File: config.mk
export PLATFORM = sky130hd
export DESIGN_NAME = sw_ctrl_unit
export DESIGN_NICKNAME = d
export VERILOG_FILES = /design/src/rtl/sw_ctrl_unit.sv
export SDC_FILE = /design/constraint.sdc
export NUM_CORES = 1
export LEC_CHECK = 0
export CAP_MARGIN = 20
export CORE_MARGIN = 1.5
export CORE_UTILIZATION = 60
export DETAILED_ROUTE_END_ITERATION = 6
export DONT_BUFFER_PORTS = 1
export PLACE_DENSITY = 0.76
export SKIP_CTS_REPAIR_TIMING = 1
export SLEW_MARGIN = 15
export SYNTH_ARGS = -nofsm -noshare
export SYNTH_HDL_FRONTEND = slang
export SYNTH_SLANG_ARGS = --single-unit
File: constraint.sdc
create_clock -name clk -period 2.25 [get_ports clk]
set_clock_uncertainty 0.2 [all_clocks]
set_input_delay 0.225 -clock clk [delete_from_list [all_inputs] [get_ports clk]]
set_output_delay 0.225 -clock clk [all_outputs]
set_load 0.05 [all_outputs]
File: src/rtl/sw_ctrl_unit.sv
// ============================================================================
//  Module   : sw_ctrl_unit
//  Purpose  : Stopwatch control FSM (STOP/RUN/CLEAR) with wrap-around preset.
//  Revision : 1.0  initial release
// ============================================================================
`default_nettype none

module sw_ctrl_unit #(
    parameter int PRESET_MAX = 99
) (
    input  logic       clk,
    input  logic       reset,
    input  logic       i_run_stop,
    input  logic       i_clear,
    input  logic       i_up,
    input  logic       i_down,
    output logic       o_run,
    output logic       o_clear,
    output logic [6:0] o_preset,
    output logic [1:0] o_state
);

    typedef enum logic [1:0] {
        ST_STOP  = 2'b00,
        ST_RUN   = 2'b01,
        ST_CLEAR = 2'b10
    } state_e;

    localparam logic [6:0] c_PRESET_MAX = 7'(PRESET_MAX);

    state_e     state_q, state_d;
    logic       run_q, clear_q;
    logic [6:0] preset_q, preset_d;

    always_comb begin
        state_d = ST_STOP;
        case (state_q)
            ST_STOP: begin
                if (i_clear)
                    state_d = ST_CLEAR;
                else if (i_run_stop)
                    state_d = ST_RUN;
                else
                    state_d = ST_STOP;
            end
            ST_RUN:   state_d = i_run_stop ? ST_STOP : ST_RUN;
            ST_CLEAR: state_d = ST_STOP;
            default:  state_d = ST_STOP;
        endcase
    end

    // Up/down is judged against the current STOP state; entering CLEAR wins.
    always_comb begin
        preset_d = preset_q;
        if (preset_q > c_PRESET_MAX) begin
            preset_d = 7'd0;
        end else if (state_q == ST_STOP) begin
            if (i_up && !i_down)
                preset_d = (preset_q == c_PRESET_MAX) ? 7'd0 : preset_q + 7'd1;
            else if (i_down && !i_up)
                preset_d = (preset_q == 7'd0) ? c_PRESET_MAX : preset_q - 7'd1;
        end
        if (state_d == ST_CLEAR)
            preset_d = 7'd0;
    end

    always_ff @(posedge clk or posedge reset) begin
        if (reset) begin
            state_q  <= ST_STOP;
            run_q    <= 1'b0;
            clear_q  <= 1'b0;
            preset_q <= 7'd0;
        end else begin
            state_q  <= state_d;
            run_q    <= (state_d == ST_RUN);
            clear_q  <= (state_d == ST_CLEAR);
            preset_q <= preset_d;
        end
    end

    assign o_run    = run_q;
    assign o_clear  = clear_q;
    assign o_state  = state_q;
    assign o_preset = preset_q;

endmodule

`default_nettype wire
## Word level (Yosys, flattened, before mapping)

Cells that the tools add are included.

| storage, ports and cells | value |
|---|---|
| bits in registers | 11 |
| output and inout bits | 11 |

| operators by class | value |
|---|---|
| add/subtract/negate cells | 2 |
| order comparisons | 1 |
| eq/ne operators | 4 |
| muxes and demuxes | 11 |
| reductions and logical operators | 9 |

Operators by type and width:

| operator | number |
|---|---|
| $mux 7 | 7 |
| $add 7x1->7 const B | 1 |
| $eq 7x7->1 const B | 1 |
| $gt 7x7->1 const B | 1 |
| $logic_not 7->1 | 1 |
| $sub 7x1->7 const B | 1 |
| $eq 2x1->1 const B | 2 |
| $pmux 2 s2 | 1 |
| $reduce_bool 4->1 | 1 |
| $reduce_bool 3->1 | 1 |
| $eq 2x2->1 const B | 1 |
| $logic_and 1x1->1 | 2 |
| $logic_not 1->1 | 2 |
| $logic_not 2->1 | 1 |
| $mux 1 | 2 |
| $mux 2 | 1 |
| $reduce_and 2->1 | 1 |

## Depth between registers and ports, before layout

Gate-level depths: netlist of run 1.

| logic depth | value |
|---|---|
| depth in word-level cells | 7 |
| mapped depth | 7 |
| gate-level depth less buffers | 7 |

## Worst setup path before layout of run 1

No wires, ideal clock.

| timing path | value |
|---|---|
| path type | register -> register |
| start | register preset_q[0] (netlist: o_preset[0]) |
| end | register preset_q[4] (netlist: o_preset[4]) |
| arrival time | 1.923 ns |
| required time | 1.968 ns |
| setup slack | 0.045 ns |
| cell stages (with the launch flop) | 8 |
| path buffers | 1 |
| clock period less this slack | 2.205 ns |
| path through | dfrtp_1 -> ha_1 -> nand3b_1 -> a21oi_2 -> nor4b_4 -> buf_4 -> o21ai_1 -> a31oi_1 |

| between the ends | value |
|---|---|
| cells in the longest elaborated chain, start to end | 7 |
| elaborated cells on any way between the ends | 15 |
| classes of those cells | 2 x add/sub; 1 x order compare; 1 x eq/ne; 7 x mux; 4 x reduce/logical |

RTL lines:

| item | RTL line | text |
|---|---|---|
| start: declaration | 33 | `logic [6:0] preset_q, preset_d;` |
| start signal: assignment | 77 | `preset_q <= preset_d;` |
| $sub 7x1->7 / $logic_not 7->1 (equally long branches) | 61 | `preset_d = (preset_q == 7'd0) ? c_PRESET_MAX : preset_q - 7'd1;` |
| $mux 7 | 61 |  |
| $mux 7 | 60 | `else if (i_down && !i_up)` |
| $mux 7 | 58 | `if (i_up && !i_down)` |
| $mux 7 | 57 | `end else if (state_q == ST_STOP) begin` |
| $mux 7 | 55 | `if (preset_q > c_PRESET_MAX) begin` |
| $mux 7 | 63 | `if (state_d == ST_CLEAR)` |

Several ways; a longest one is shown, not always the timed one. The select of a mux whose other input is x is not followed.
A chain may end at the register's enable or synchronous reset.

## Worst setup path in the final report of run 1

| timing path | value |
|---|---|
| start | register preset_q[1] (netlist: o_preset[1]) |
| end | register preset_q[3] (netlist: o_preset[3]) |

The elaborated chain is that of the path after synthesis.

==> impl_metrics.csv, run 1 <==
group,metric,value,unit
logic_synthesis,syn_area_per_cell,8.81,um2
critical_path,slowest_delay,460,ps
logic_synthesis,synth_seq_area_share,0.329,
cts,cts_tree,"yes",
drt,viasPerCell,6.54,
drt,vias,804,
logic_synthesis,synth_cell_types,41,
critical_path,r2r_end,"o_preset[3]$_DFFE_PP0P_",
sta,timing.hold.ws,-5.65,ps
logic_synthesis,synth_commonest_cells,"11 x dfrtp_1, 7 x a21oi_1, 7 x nand2_1",
critical_path,r2r_start,"o_preset[1]$_DFFE_PP0P_",
placement,gp_congestion,0.881,
logic_synthesis,yosysMostFrequentCell,"dfrtp_1",
job,maxCapViolations,0,
logic_synthesis,synth_area_leader_cell,"dfrtp_1",
logic_synthesis,synth_edf_count,0,
logic_synthesis,ys_ff_latch,11,
floorplan,rows,13,
sta,period_needed,2080,ps
status,violations,"hold timing",
placement,port_buffers,0,
layout,syn_to_final_growth,15.1,%
critical_path,r2r_slack,170,ps
logic_synthesis,synthCells,95,
layout,drive_above_1_share,0.213,
critical_path,cp_cell_sequence,"ha_1 -> nand3b_1 -> a21oi_2 -> nor4b_4 -> buf_4 -> a31oi_1 -> mux2i_1",
worst_hold_path,hold_end,"o_run$_DFF_PP0_",
critical_path,crit_buf_inv,1,
floorplan,io_pins,17,
global_routing,grt_max_degree,12,
sta,final_hold_viol_count,1,
layout,finalNetCount,118,
cts,cts.sinks,11,
floorplan,die_h,40.4,um
critical_path,worstPathArrival,2080,ps
cts,root_buffer,"clkbuf_4",
floorplan,die_area,1630,um2
logic_synthesis,synth_top_area_share,0.329,
drt,drt_pass1_iterations,4,
critical_path,worst-setup-path-type,"reg2reg",
power_and_ir_drop,irDropWorstVdd,0.716,mV
logic_synthesis,synth_fp_nets,104,
logic_synthesis,yosysWarnings,0,
status,run_status,"complete, but fails checks",
critical_path,critPathRequiredTime,2250,ps
layout,fin_area,963,um2
global_routing,overflow,0,
layout,antenna_cells,0,
sta,slew_headroom,0.571,
critical_path,crit_slowest_cell,"dfrtp_1",
worst_hold_path,min_delay_path_depth,3,
critical_path,cp_max_fo,8,
sta,post-route-period-util,0.925,
critical_path,cp_top_family,"simple AND/OR/NAND/NOR gates",
critical_path,cp-end-kind,"flip-flop",
cts,clkTransAtPathRegs,70,ps
sta,tns,0,ps
drt,routed_wl,2040,um
placement,hpwl,1550,um
global_routing,antenna_found_initial,0,
layout,fin_util,0.740,
sta,fmax,480,MHz
floorplan,core-area,1300,um2
sta,final-setup-viol-count,0,
logic_synthesis,synthArstFlopShare,1.00,
drt,first_iter_violations,35,
global_routing,grtUsageTotal,0.297,
global_routing,grt_pass1_vias,661,
cts,htree_levels,1,
floorplan,initial_utilization,0.643,
logic_synthesis,yosys-top-cells-area,"dfrtp_1 33%, ha_1 4.5%, a21oi_1 4.2%",
global_routing,grt_pass1_wl,3070,um
drt,drc,0,
drt,avgRoutedWirePerCell,16.5,um
sta,worst-slew-pin-transition,643,ps
cts,clock_latency,270,ps
placement,dpl_cell_area,917,um2
logic_synthesis,syn_area,837,um2
cts,clockBufferDepth,2,
worst_hold_path,holdCritStartpoint,"i_run_stop",
critical_path,worstSetupStartpointType,"flip-flop",
sta,rsz0062_at_grt,"no",
power_and_ir_drop,leakage,0.422,nW
floorplan,die_width,40.4,um
critical_path,r2r.worst_path.cells,7,
drt,antenna_left,0,
worst_hold_path,min_path_type,"in2reg",
power_and_ir_drop,power_density,1370,nW/um2
logic_synthesis,synth_ff_type,"dfrtp_1",
sta,drv_slew,0,
cts,numCtsBuffers,3,
routing by layer:
layer / share of wire / vias up / track usage
met3: 0.076 / 6 / 0.0556
met1: 0.43 / 376 / 0.360
met5: 0 / - / 0
met4: 0.034 / 0 / 0.150
met2: 0.46 / 41 / 0.492
li1: - / 381 / -
stage by stage:
| step | hold WS (ps) | setup WS, ps | power [mW] | cells |
|---|---|---|---|---|
| 3_5_place_dp | -65.3 | 237 | 1.16 | 117 |
| 4_1_cts | -358 | 217 | 1.30 | 121 |
| 3_3_place_gp | -83.5 | 299 | 1.14 | 117 |
| 6_report | -5.65 | 168 | 1.32 | 123 |
| 2_1_floorplan | -123 | 45.3 | 0.968 | 95 |
| 5_1_grt | 35.8 | 67.4 | 1.40 | 123 |
cell usage in the layout, fill, tap and decap left out, types with 3 or more instances in the layout:
master / netlist / routed
nand2b_1: 3 / 3
ha_1: 3 / 3
clkbuf_4: 0 / 3
nor2_1: 5 / 5
a21oi_1: 7 / 7
dfrtp_1: 11 / 11
xnor2_1: 3 / 3
nand2_1: 7 / 7
nand3_1: 4 / 4
inv_1: 5 / 5
buf_4: 1 / 13
o21ai_0: 6 / 6
nor3_1: 3 / 3
power breakdown:
group	total [mW]	leakage, nW	switching [mW]	internal [mW]
Combinational	0.813	0.262	0.507	0.306
Clock	0.140	0.0150	0.0707	0.0688
Sequential	0.364	0.145	0.114	0.250
cell families (layout without fill, tap and decap cells):
kind of cell	count (synthesis)	count (layout)	share of synthesized area
AOI/OAI and AO/OA	31	31	0.250
DFF	11	11	0.329
xor gates and xnor gates	3	3	0.0314
muxes	1	1	0.0120
buffers and inverters	11	24	0.0658
and+or+nand+nor	35	35	0.268
adders and majority gates	3	3	0.0448
worst max-delay path by stage:
stage,depth (start not counted),slack (ps),start,endpoint
after global placement,7,300,o_preset[1]$_DFFE_PP0P_,o_preset[2]$_DFFE_PP0P_
after detailed placement,7,240,o_preset[1]$_DFFE_PP0P_,o_preset[4]$_DFFE_PP0P_
final,7,170,o_preset[1]$_DFFE_PP0P_,o_preset[3]$_DFFE_PP0P_
after CTS,7,220,o_preset[1]$_DFFE_PP0P_,o_preset[4]$_DFFE_PP0P_
after global routing,7,70,o_preset[1]$_DFFE_PP0P_,o_preset[3]$_DFFE_PP0P_
after floorplan,7,50,o_preset[0]$_DFFE_PP0P_,o_preset[4]$_DFFE_PP0P_
worst register-to-register path, cell delays in order, from the launching register on:
cell      delay (ps)
dfrtp_1          460
ha_1             310
nand3b_1         160
a21oi_2           80
nor4b_4          330
buf_4            220
a31oi_1          100
mux2i_1          140
flip-flops by register name (all words and copies together), names as in the netlist:
register  count
o_preset      7
o_state       2
o_run         1
o_clear       1
final cells by class:
type,count,area [um2]
clock buffer,4,26.3
timing repair buffer,15,118
multi-input combinational,73,507
fill,95,338
sequential,11,275
tap,15,18.8
inverter,5,18.8
Power figures use the tool's default switching activity.
==> inputs of run 2 (changes only) <==
==> constraint.sdc (replaced) <==
create_clock -name clk -period 2.35 [get_ports clk]
set_clock_uncertainty 0.2 [all_clocks]
set_input_delay 0.235 -clock clk [delete_from_list [all_inputs] [get_ports clk]]
set_output_delay 0.235 -clock clk [all_outputs]
set_load 0.05 [all_outputs]
==> impl_metrics.csv, run 2 (synthesized netlist as in run 1, its figures left out) <==
group,metric,value,unit
cts,clkTransAtPathRegs,70,ps
global_routing,antenna_found_initial,0,
placement,gp_congestion,0.871,
sta,final-setup-viol-count,0,
floorplan,die_h,40.4,um
sta,post-route-period-util,0.909,
floorplan,rows,13,
global_routing,grt_pass1_wl,3040,um
floorplan,initial_utilization,0.643,
layout,largest_reg_flops,7,
power_and_ir_drop,leakage,0.406,nW
sta,fmax,468,MHz
critical_path,cp-end-kind,"flip-flop",
placement,hpwl,1530,um
critical_path,worst-setup-path-type,"reg2reg",
cts,clock_latency,260,ps
placement,port_buffers,0,
layout,finalNetCount,115,
sta,worst-slew-pin-transition,643,ps
critical_path,critPathRequiredTime,2330,ps
layout,final_common_cell,"dfrtp_1",
drt,vias,798,
floorplan,die_width,40.4,um
sta,slew_headroom,0.570,
layout,layout_common_cells,"11 x dfrtp_1, 10 x buf_4, 7 x nand2_1, 7 x a21oi_1, 6 x o21ai_0",
layout,fill_cells,104,
global_routing,grt_pass1_vias,731,
cts,numCtsBuffers,3,
drt,drc,1,
layout,syn_to_final_growth,12.4,%
power_and_ir_drop,irDropWorstVdd,0.824,mV
cts,clockBufferDepth,2,
floorplan,io_pins,17,
drt,avgRoutedWirePerCell,16.4,um
status,run_status,"complete, but fails checks",
drt,viasPerCell,6.65,
worst_hold_path,min_path_type,"in2reg",
sta,final_hold_viol_count,0,
sta,rsz0062_at_grt,"no",
drt,routed_wl,1970,um
cts,cts_tree,"yes",
global_routing,grt_max_degree,12,
layout,final_cells,120,
critical_path,worstSetupStartpointType,"flip-flop",
drt,drt_pass1_iterations,6,
sta,drv_slew,0,
global_routing,grtUsageTotal,0.281,
global_routing,overflow,0,
sta,tns,0,ps
cts,root_buffer,"clkbuf_4",
critical_path,worstPathArrival,2120,ps
layout,drive_above_1_share,0.190,
sta,period_needed,2140,ps
layout,antenna_cells,0,
status,violations,"DRC",
critical_path,cp_max_fo,9,
cts,cts.sinks,11,
critical_path,r2r_slack,210,ps
job,maxCapViolations,0,
power_and_ir_drop,power_density,1300,nW/um2
floorplan,core-area,1300,um2
drt,first_iter_violations,31,
layout,fin_util,0.723,
cts,htree_levels,1,
drt,antenna_left,0,
placement,placed_cells,114,
floorplan,die_area,1630,um2
run 2: stage by stage:
step	setup WS, ps	hold slack (ps)	instance area [um2]	power, mW
2_1_floorplan	145	-113	837	0.927
3_3_place_gp	348	-72.8	895	1.07
3_5_place_dp	241	-69.2	895	1.09
4_1_cts	222	-348	921	1.22
5_1_grt	78.8	67.2	941	1.30
6_report	214	47.7	941	1.23
run 2: cell type report:
type | instances | area [um2] | area share
flip-flops and latches | 11 | 275 | 0.293
multi-input cells | 73 | 507 | 0.539
well taps | 15 | 18.8 | 0.0199
inverters | 5 | 18.8 | 0.0199
clock buffers | 4 | 26.3 | 0.0279
repair buffers | 12 | 95.1 | 0.101
run 2: per-layer routing:
metal	global-route usage	vias up	wire length, um
met1	0.324	365	801
li1	-	369	-
met2	0.480	52	934
met5	0	-	0
met3	0.0389	12	142
met4	0.175	0	87
run 2: critical path, cell delays in order, from the launching register on:
cell and delay, ps:
dfrtp_1 490, ha_1 310, nand3b_1 150, a21oi_2 80, nor4b_4 340, buf_4 220
a31oi_1 90, mux2i_1 160
run 2: final timing paths:
kind	cells past startpoint	endpoint	from
setup / recovery	7	o_preset[3]$_DFFE_PP0P_	o_preset[0]$_DFFE_PP0P_
min in group asynchronous	2	o_preset[4]$_DFFE_PP0P_	reset
hold / removal	3	o_run$_DFF_PP0_	i_run_stop
setup reg to reg	7	o_preset[3]$_DFFE_PP0P_	o_preset[0]$_DFFE_PP0P_
hold reg to reg	2	o_clear$_DFF_PP0_	o_state[0]$_DFF_PP0_
max in group asynchronous	2	o_state[0]$_DFF_PP0_	reset
run 2: report_power, final:
group | leakage (nW) | switching [mW] | internal [mW]
logic | 0.246 | 0.469 | 0.272
registers | 0.145 | 0.122 | 0.239
clock network | 0.0150 | 0.0587 | 0.0656
total | 0.406 | 0.650 | 0.576
